--- src/rtl/deser_pkg.sv ---
// Shared types, default parameters and helpers for the deserializer lane alignment sequencer.
package deser_pkg;

  localparam int unsigned NUM_LANES_DEF    = 12;
  localparam int unsigned DEV_W_DEF        = 8;
  localparam int unsigned WORD_SIZE_DEF    = 24;
  localparam logic [23:0] TRAIN_PATTERN_DEF = 24'hFFF000;
  localparam int unsigned MATCH_CNT_DEF    = 16;
  localparam int unsigned SETTLE_WORDS_DEF = 4;
  localparam int unsigned TIMEOUT_CYC_DEF  = 4096;

  typedef enum logic [2:0] {
    ST_IDLE,
    ST_SETTLE,
    ST_CHECK,
    ST_SLIP,
    ST_NEXT,
    ST_DONE
  } align_state_e;

  // Number of byte-rotation phases in an assembled word.
  function automatic int unsigned byte_phases(input int unsigned word_size, input int unsigned dev_w);
    return word_size / dev_w;
  endfunction

  // Bitslip budget per lane: every bit position of every byte phase, less the starting one.
  function automatic int unsigned max_attempts(input int unsigned word_size, input int unsigned dev_w);
    return dev_w * (word_size / dev_w) - 1;
  endfunction

  // Byte phase advance with wrap.
  function automatic logic [1:0] next_phase(input logic [1:0] phase, input int unsigned phases);
    return (32'(phase) + 32'd1 >= phases) ? 2'd0 : phase + 2'd1;
  endfunction

endpackage

--- src/rtl/deser_word_match.sv ---
// Selects the lane under training, compares its word against the training pattern and
// counts consecutive matches while the sequencer is checking.
module deser_word_match
  import deser_pkg::*;
#(
  parameter int unsigned NUM_LANES = NUM_LANES_DEF,
  parameter int unsigned WORD_SIZE = WORD_SIZE_DEF,
  parameter logic [WORD_SIZE-1:0] TRAIN_PATTERN = WORD_SIZE'(TRAIN_PATTERN_DEF),
  parameter int unsigned MATCH_CNT = MATCH_CNT_DEF,
  parameter int unsigned LANE_W    = 4
) (
  input  logic                           clk_div,
  input  logic                           rst_n,
  input  logic                           check_en,
  input  logic                           word_valid,
  input  logic [NUM_LANES*WORD_SIZE-1:0] lane_word,
  input  logic [LANE_W-1:0]              lane_sel,
  output logic                           word_eq_c,
  output logic                           lock_hit_c
);

  localparam int unsigned MC_W = $clog2(MATCH_CNT + 1);

  logic [MC_W-1:0]      match_cnt;
  logic [WORD_SIZE-1:0] word_c;

  assign word_c     = lane_word[32'(lane_sel)*WORD_SIZE +: WORD_SIZE];
  assign word_eq_c  = (word_c == TRAIN_PATTERN);
  assign lock_hit_c = check_en && word_valid && word_eq_c &&
                      (match_cnt == MC_W'(MATCH_CNT - 1));

  // Consecutive-match counter; any mismatch or leaving CHECK restarts it.
  always_ff @(posedge clk_div) begin
    if (!rst_n || !check_en) begin
      match_cnt <= '0;
    end else if (word_valid) begin
      if (!word_eq_c || lock_hit_c) begin
        match_cnt <= '0;
      end else begin
        match_cnt <= match_cnt + MC_W'(1);
      end
    end
  end

endmodule

--- src/rtl/deser_align_ctrl.sv ---
// Link-training sequencer: walks every deserializer lane, slips bits and byte phases until
// the training pattern is seen MATCH_CNT times in a row, and reports per-lane lock or fail.
module deser_align_ctrl
  import deser_pkg::*;
#(
  parameter int unsigned NUM_LANES    = NUM_LANES_DEF,
  parameter int unsigned DEV_W        = DEV_W_DEF,
  parameter int unsigned WORD_SIZE    = WORD_SIZE_DEF,
  parameter logic [WORD_SIZE-1:0] TRAIN_PATTERN = WORD_SIZE'(TRAIN_PATTERN_DEF),
  parameter int unsigned MATCH_CNT    = MATCH_CNT_DEF,
  parameter int unsigned SETTLE_WORDS = SETTLE_WORDS_DEF,
  parameter int unsigned TIMEOUT_CYC  = TIMEOUT_CYC_DEF,
  localparam int unsigned LANE_W      = (NUM_LANES > 1) ? $clog2(NUM_LANES) : 1
) (
  input  logic                           clk_div,
  input  logic                           rst_n,
  input  logic                           start,
  input  logic [NUM_LANES*WORD_SIZE-1:0] lane_word,
  input  logic                           word_valid,
  output logic [NUM_LANES-1:0]           bitslip,
  output logic [NUM_LANES*2-1:0]         byte_phase,
  output logic                           busy,
  output logic                           done,
  output logic [NUM_LANES-1:0]           lane_locked,
  output logic [NUM_LANES-1:0]           lane_fail,
  output logic [LANE_W-1:0]              cur_lane
);

  localparam int unsigned PHASES  = byte_phases(WORD_SIZE, DEV_W);
  localparam int unsigned MAX_ATT = max_attempts(WORD_SIZE, DEV_W);
  localparam int unsigned ATT_W   = $clog2(MAX_ATT + 1);
  localparam int unsigned SET_W   = $clog2(SETTLE_WORDS + 1);
  localparam int unsigned TO_W    = $clog2(TIMEOUT_CYC);
  localparam logic [LANE_W-1:0] LAST_LANE = LANE_W'(NUM_LANES - 1);

  align_state_e      state;
  logic [LANE_W-1:0] lane;
  logic [ATT_W-1:0]  attempt;
  logic [SET_W-1:0]  settle_cnt;
  logic [TO_W-1:0]   to_cnt;

  logic              word_eq_c;
  logic              lock_hit_c;
  logic              timeout_c;
  logic [ATT_W-1:0]  attempt_nxt_c;
  logic [1:0]        phase_cur_c;

  assign cur_lane      = lane;
  assign attempt_nxt_c = attempt + ATT_W'(1);
  assign timeout_c     = !word_valid && (to_cnt == TO_W'(TIMEOUT_CYC - 1));
  assign phase_cur_c   = byte_phase[32'(lane)*2 +: 2];

  deser_word_match #(
    .NUM_LANES     (NUM_LANES),
    .WORD_SIZE     (WORD_SIZE),
    .TRAIN_PATTERN (TRAIN_PATTERN),
    .MATCH_CNT     (MATCH_CNT),
    .LANE_W        (LANE_W)
  ) u_match (
    .clk_div    (clk_div),
    .rst_n      (rst_n),
    .check_en   (state == ST_CHECK),
    .word_valid (word_valid),
    .lane_word  (lane_word),
    .lane_sel   (lane),
    .word_eq_c  (word_eq_c),
    .lock_hit_c (lock_hit_c)
  );

  // Sequencer: state, counters and all per-lane outputs.
  always_ff @(posedge clk_div) begin
    if (!rst_n) begin
      state       <= ST_IDLE;
      lane        <= '0;
      attempt     <= '0;
      settle_cnt  <= '0;
      to_cnt      <= '0;
      bitslip     <= '0;
      byte_phase  <= '0;
      busy        <= 1'b0;
      done        <= 1'b0;
      lane_locked <= '0;
      lane_fail   <= '0;
    end else begin
      bitslip <= '0;
      unique case (state)
        ST_IDLE, ST_DONE: begin
          if (start) begin
            lane_locked <= '0;
            lane_fail   <= '0;
            byte_phase  <= '0;
            lane        <= '0;
            attempt     <= '0;
            settle_cnt  <= '0;
            to_cnt      <= '0;
            busy        <= 1'b1;
            done        <= 1'b0;
            state       <= ST_SETTLE;
          end
        end
        ST_SETTLE: begin
          if (word_valid) begin
            to_cnt <= '0;
            if (settle_cnt == SET_W'(SETTLE_WORDS - 1)) begin
              settle_cnt <= '0;
              state      <= ST_CHECK;
            end else begin
              settle_cnt <= settle_cnt + SET_W'(1);
            end
          end else if (timeout_c) begin
            lane_fail[lane] <= 1'b1;
            to_cnt          <= '0;
            state           <= ST_NEXT;
          end else begin
            to_cnt <= to_cnt + TO_W'(1);
          end
        end
        ST_CHECK: begin
          if (word_valid) begin
            to_cnt <= '0;
            if (lock_hit_c) begin
              lane_locked[lane] <= 1'b1;
              state             <= ST_NEXT;
            end else if (!word_eq_c) begin
              if (32'(attempt) < MAX_ATT) begin
                // Pulse goes out during the SLIP cycle; every DEV_W slips rotate one byte.
                bitslip <= NUM_LANES'(1) << lane;
                attempt <= attempt_nxt_c;
                if (32'(attempt_nxt_c) % DEV_W == 32'd0) begin
                  byte_phase[32'(lane)*2 +: 2] <= next_phase(phase_cur_c, PHASES);
                end
                state <= ST_SLIP;
              end else begin
                lane_fail[lane] <= 1'b1;
                state           <= ST_NEXT;
              end
            end
          end else if (timeout_c) begin
            lane_fail[lane] <= 1'b1;
            to_cnt          <= '0;
            state           <= ST_NEXT;
          end else begin
            to_cnt <= to_cnt + TO_W'(1);
          end
        end
        ST_SLIP: begin
          settle_cnt <= '0;
          to_cnt     <= '0;
          state      <= ST_SETTLE;
        end
        ST_NEXT: begin
          settle_cnt <= '0;
          to_cnt     <= '0;
          if (lane == LAST_LANE) begin
            busy  <= 1'b0;
            done  <= 1'b1;
            state <= ST_DONE;
          end else begin
            lane    <= lane + LANE_W'(1);
            attempt <= '0;
            state   <= ST_SETTLE;
          end
        end
        default: state <= ST_IDLE;
      endcase
    end
  end

endmodule

--- config.mk ---
export PLATFORM = sky130hd
export DESIGN_NAME = deser_align_ctrl
export DESIGN_NICKNAME = d
export VERILOG_FILES = /design/src/rtl/deser_pkg.sv /design/src/rtl/deser_word_match.sv /design/src/rtl/deser_align_ctrl.sv
export SDC_FILE = /design/constraint.sdc
export NUM_CORES = 1
export LEC_CHECK = 0
export CORE_ASPECT_RATIO = 1.2
export CORE_UTILIZATION = 30
export CTS_BUF_LIST = sky130_fd_sc_hd__clkbuf_4
export CTS_CLUSTER_DIAMETER = 200
export DETAILED_ROUTE_END_ITERATION = 8
export PLACE_DENSITY = 0.68
export SLEW_MARGIN = 25
export SYNTH_ARGS = -nofsm -noshare
export SYNTH_HDL_FRONTEND = slang
export SYNTH_SLANG_ARGS = --single-unit
--- constraint.sdc ---
create_clock -name clk_div -period 2.75 [get_ports clk_div]
set_clock_uncertainty 0.05 [all_clocks]
set_input_delay 0.275 -clock clk_div [delete_from_list [all_inputs] [get_ports clk_div]]
set_output_delay 0.275 -clock clk_div [all_outputs]
set_load 0.05 [all_outputs]
* Yosys cells after proc, flatten, opt, wreduce, memory -nomap -nowiden
Cells that the tools add are included.
** Operators by class
- Add/subtract/negate cells :: 8
- Multipliers :: 1
- $lt $le $gt $ge :: 4
- Equality and inequality tests :: 26
- Shift operators :: 5
- Multiplexer cells :: 56
- Bitwise gates (word level) :: 6
- Reduce and logical (&&, ||, !) cells :: 32
** Operators with widths (count)
- indexed part select 288 x 10 -> 24 bit :: 1
- 2-to-1 mux 24 bit :: 6
- 2-to-1 mux 12 bit :: 11
- case mux 12 bit (3 select lines) :: 2
- case mux 24 bit (2 select lines) :: 1
- 2-to-1 mux 3 bit :: 12
- 2-to-1 mux 5 bit :: 7
- negation 5 -> 34 bit :: 1
- variable shift 2 x 34 -> 24 bit, first input constant :: 1
- indexed part select 2 x 34 -> 24 bit :: 1
- zero test 32 bit :: 1
- bitwise mux 24 bit :: 1
- == test 24 bit, second input constant :: 1
- bitwise OR 12 bit :: 2
- case mux 12 bit (2 select lines) :: 1
- indexed part select 24 x 6 -> 2 bit :: 1
- != test 2 bit, second input constant :: 11
- case mux 3 bit (5 select lines) :: 1
- case mux 5 bit (3 select lines) :: 1
- AND reduction 7 bit :: 2
- adder 12 x 1 -> 12 bit, second input constant :: 1
- == test 12 bit, second input constant :: 1
- != test 3 bit, second input constant :: 4
- AND reduction 3 bit :: 4
- 36 further kinds :: 63
** Storage, ports and cells
- Flip-flop bits (word level) :: 94
- Input port bits :: 292
- Output and inout bits :: 66
- Word-level logic and storage cells :: 150

* Logic depth before layout (Yosys ltp)
- Depth in word-level cells :: 12
- Mapped depth :: 13
- Depth with buffers taken out :: 9

* Modules after synthesis
A second synthesis with hierarchy kept.
** Second synthesis, totals
- Cell total of the unflattened synthesis :: 692
- Area, all modules :: 5667.9 um^2
** By module, submodules not included
- deser_align_ctrl :: instances 1, cells an instance 505, area each 4371.7 um^2
- deser_word_match :: instances 1, cells an instance 187, area each 1296.2 um^2

* Worst setup path after synthesis
Ideal clock, no wire load.
- Kind :: register -> register
- Start point :: register lane[0], in the netlist cur_lane[0]
- End point :: register lane_fail[0]
- Setup time :: 0.118 ns
- Arrival :: 2.731 ns
- Required time :: 2.582 ns
- Slack :: -0.149 ns
- Stages on the path, launching flop included :: 12
- Period minus slack after synthesis :: 2.899 ns
- Path through :: dfxtp_1 > buf_4 > inv_1 > a2111oi_2 > a41oi_1 > and3_1 > nor4b_2 > nand3_2 > and4_1 > o21ai_2 > buf_4 > o21ai_1
** Between the ends
- Cells in the longest elaborated chain, start to end :: 10
- Elaborated cells between the ends (all ways) :: 21
- Those cells by class :: 1 x mul; 2 x order compare; 3 x eq/ne; 1 x shift; 9 x mux; 1 x bitwise; 4 x reduce/logical
** Ends and longest elaborated chain
- start, declared :: RTL line deser_align_ctrl.sv:37 : logic [LANE_W-1:0] lane;
- start signal, assigned :: RTL line deser_align_ctrl.sv:159 : lane <= lane + LANE_W'(1);
- parallel branches: the longest is 10 deep, another holds multiplier 4 x 2 -> 6 bit
- end signal, assigned :: RTL line deser_align_ctrl.sv:83 : lane_fail <= '0;
- end signal, assigned :: RTL line deser_align_ctrl.sv:90 : lane_fail <= '0;
- end signal, assigned by index :: RTL line deser_align_ctrl.sv:134 : lane_fail[lane] <= 1'b1;
- end, declared :: RTL line deser_align_ctrl.sv:25 : output logic [NUM_LANES-1:0] lane_fail,
Several ways; the timed one is not identified. The select of a mux whose other input is x is not followed.
A chain may end at the register's enable or synchronous reset.

* Worst setup path after layout
- Start point :: register lane[1], in the netlist cur_lane[1]
- End point :: register lane_fail[0]
The elaborated chain is that of the path after synthesis.

==> summary.txt <==
Result of the run: finished clean
Site row count: 55
GPL Wtd Cong: 0.9137
Clk buf depth: 2
Synth Area in Compound Gates: 0.2204
Placed cell area: 10,090 um2
Antenna-violating nets left: 0
Sequential fraction of the synthesis area: 0.3266
P_leak: 3.864 nW
Total power: 0.003423 W
Post-DP HPWL: 24,030 um
HP Start: lane_fail[4]$_SDFFE_PN0P_
Post-synth cell types: 62
Peak VDD IR: 0.1983 mV
Primary FF master, synth: dfxtp_1
GR Overflow Total: 0
Vias: 7,641
H-tree depth: 3
Most used cell, CP: buf_6
Port bufs: 357
Worst EP arrival: 3.06 ns
Number of global-route vias before repair: 7,218
Initial antenna violation count: 5
CP peak stage delay: 0.40 ns
CTS Buf Count: 9
Synth top area cells: dfxtp_1 (33%), nand2_1 (5.8%), nor2_1 (5.6%)
# DRC: 0
Yosys warns: 0
Fin crit share: 0.9914
F_max: 0.3668 GHz
Combinational family with the most area after synthesis: simple AND/OR/NAND/NOR gates
Die footprint: 19,770 um2
# setup viols final: 0
Yosys top cell area share: 0.3266
Synth Register Bits: 94
I/O Pins: 358
CTS tree: done
Critical path type: flop to flop
Synth Area in Simple Gates: 0.3064
Async set-or-reset flop fraction in the synthesized netlist: 0
Slew Limit Fails: 0
Routed len/inst: 20.75 um
# nets final: 1,484
Syn_area_per_cell: 7.642 um2
CTS sink cnt: 94
Rel. slew slack: 0.4595
Synthesized cell area: 5762 um2
Iteration-0 DRC Markers: 580
Share of cells above drive strength 1: 0.1423
Launch point of the worst path: cur_lane[1]$_SDFFE_PN0P_
Startpoint Class: flop
Post-synthesis mux area share: 0.03952
Slowest cell on the critical path: dfxtp_4
Number of synthesized flops with an enable pin: 0
Initial Util: 0.3056
Die Ht: 153.8 um
Largest net degree at the start of global routing: 21
Hold WC Path Type: flop to flop
Global-route wire length before repair: 42,260 um
Clock root buffer: clkbuf_4
Max_cap viols: 0
Clock-pin slew of the registers on the worst-case setup and hold paths: 0.18 ns
Most common cell after layout, fill and taps aside: clkdlybuf4s50_1
FF-to-FF Start: cur_lane[1]$_SDFFE_PN0P_
Total wire length: 29,910 um
Adder-cell share of the synthesized area: 0.03474
Tightest Pin Transition: 0.8091 ns
RSZ-0062 raised after global routing: yes
CORE AREA: 18,860 um2
Pwr per Cell Area: 319.9 nW/um2
Die width: 128.5 um
Drt pass-1 iters: 5
Worst Setup End Kind: flop
CP Max Fanout: 12
Tmin final: 2.726 ns
Yosys top cell by area: dfxtp_1
Worst Path Required: 3.09 ns
Syn Nets: 1,062
Cell area after layout: 10,700 um2
Layout area overhead: 85.71%
Hold-fix buffers at CTS: 0
Commonest cells after routing, fill and taps aside: clkdlybuf4s50_1 (356), dfxtp_1 (91), nand2_1 (89)
CP Cell Sequence: buf_6, clkbuf_16, nand3b_1, a21oi_1, a31oi_1, o211ai_1, and4_4, nand3_2, buf_6, and4_1, o21ai_2, buf_12, o21ai_1
Post-Synth XOR/XNOR Area: 0.02280
Worst skew pair latency: 0.48 ns
Fin. Hold Viols: 0
Overall Global Routing Usage: 0.2870
Synth Instances: 754
Vias per std cell: 5.303
flip-flops by register name, indices dropped and copies added (netlist names):
name and cells:
state 3, lane_locked 12, byte_phase 24, busy 1, settle_cnt 3, bitslip 12, cur_lane 4, lane_fail 12
to_cnt 12, done 1, u_match.match_cnt 5, attempt 5
stage by stage:
stage | utilization | TNS [ns] | worst slack, ns | hold WS [ns] | std cells
global placement | 0.5351 | -12.09 | -0.2381 | 0.3855 | 1402
floorplan | - | 0 | 0.01397 | 0.3723 | 754
finish | 0.5675 | 0 | 0.02378 | 0.4058 | 1441
detailed placement | 0.5351 | -15.21 | -0.2936 | 0.3879 | 1402
CTS | 0.5501 | -0.0004192 | -0.0004192 | 0.4094 | 1425
global route | 0.5670 | -2.553 | -0.09842 | 0.4294 | 1437
report_power, final:
group	internal, W	switching [W]	total, W
registers	0.00138	0.0000196	0.00140
clock network	0.000215	0.000564	0.000779
logic	0.000694	0.000550	0.00124
total	0.00229	0.00113	0.00342
synth_stat cells (all sizes together), types with 3 or more instances:
cell and instances:
a31oi 17, o211ai 23, nand4 14, clkbuf 21, nor3b 3, xor2 7
or2 5, and4 7, nand3b 4, xnor2 8, buf 23, dfxtp 94
and3 16, o22ai 3, inv 12, mux2i 7, mux4 7, a21oi 35
o21a 3, nand2 89, a21boi 3, a311oi 5, nand2b 7, and2 5
nor2b 6, a22o 7, nand3 56, o21ai 87, ha 16, nor4 35
nor2 86, o2111ai 4, nor3 11, a221oi 5
layer usage:
metal	up-vias	wire length (um)	GRT usage
met5	-	17	0
met4	2	464	0.06331
met3	45	3174	0.07724
met2	438	13800	0.4705
met1	3514	12450	0.3733
li1	3642	-	-
kinds of logic after synthesis:
kind of cell | Yosys count
muxes | 14
xor gates and xnor gates | 15
DFF | 94
buffers and inverters | 57
AOI/OAI and AO/OA | 204
adders and majority gates | 16
and+or+nand+nor | 354
worst max-delay path: cells and delay by family (launching register included):
kind / cells / cell delay [ns]
buf+inv: 4 / 0.62
simple gates: 4 / 0.79
compound gates: 5 / 0.77
flops: 1 / 0.40
path summary, 6_finish.rpt:
path | to | cells after the start | slack (ns)
worst max-delay path | lane_fail[0]$_SDFFE_PN0P_ | 13 | 0.02
worst min-delay path | lane_fail[4]$_SDFFE_PN0P_ | 2 | 0.41
worst min register to register | lane_fail[4]$_SDFFE_PN0P_ | 2 | 0.41
worst max register to register | lane_fail[0]$_SDFFE_PN0P_ | 13 | 0.02
area by class of cell:
class	count	area, um2
inverters	13	51.30
multi-input cells	604	3784
well taps	256	320.3
fillers	1768	8155
clock buffers	9	67.56
flip-flops and latches	94	1893
clock inverters	7	75.07
diodes	4	10.01
repair buffers	454	4499
repair_timing:
action / CTS / global route
endpoints found under the setup margin: 68 / 66
pin swaps: 9 / 26
hold endpoints to repair: 0 / 0
setup buffers: 7 / 11
gates resized for setup: 19 / 55
gates cloned: 1 / 3
No activity file was read; power rests on OpenSTA's default activity.
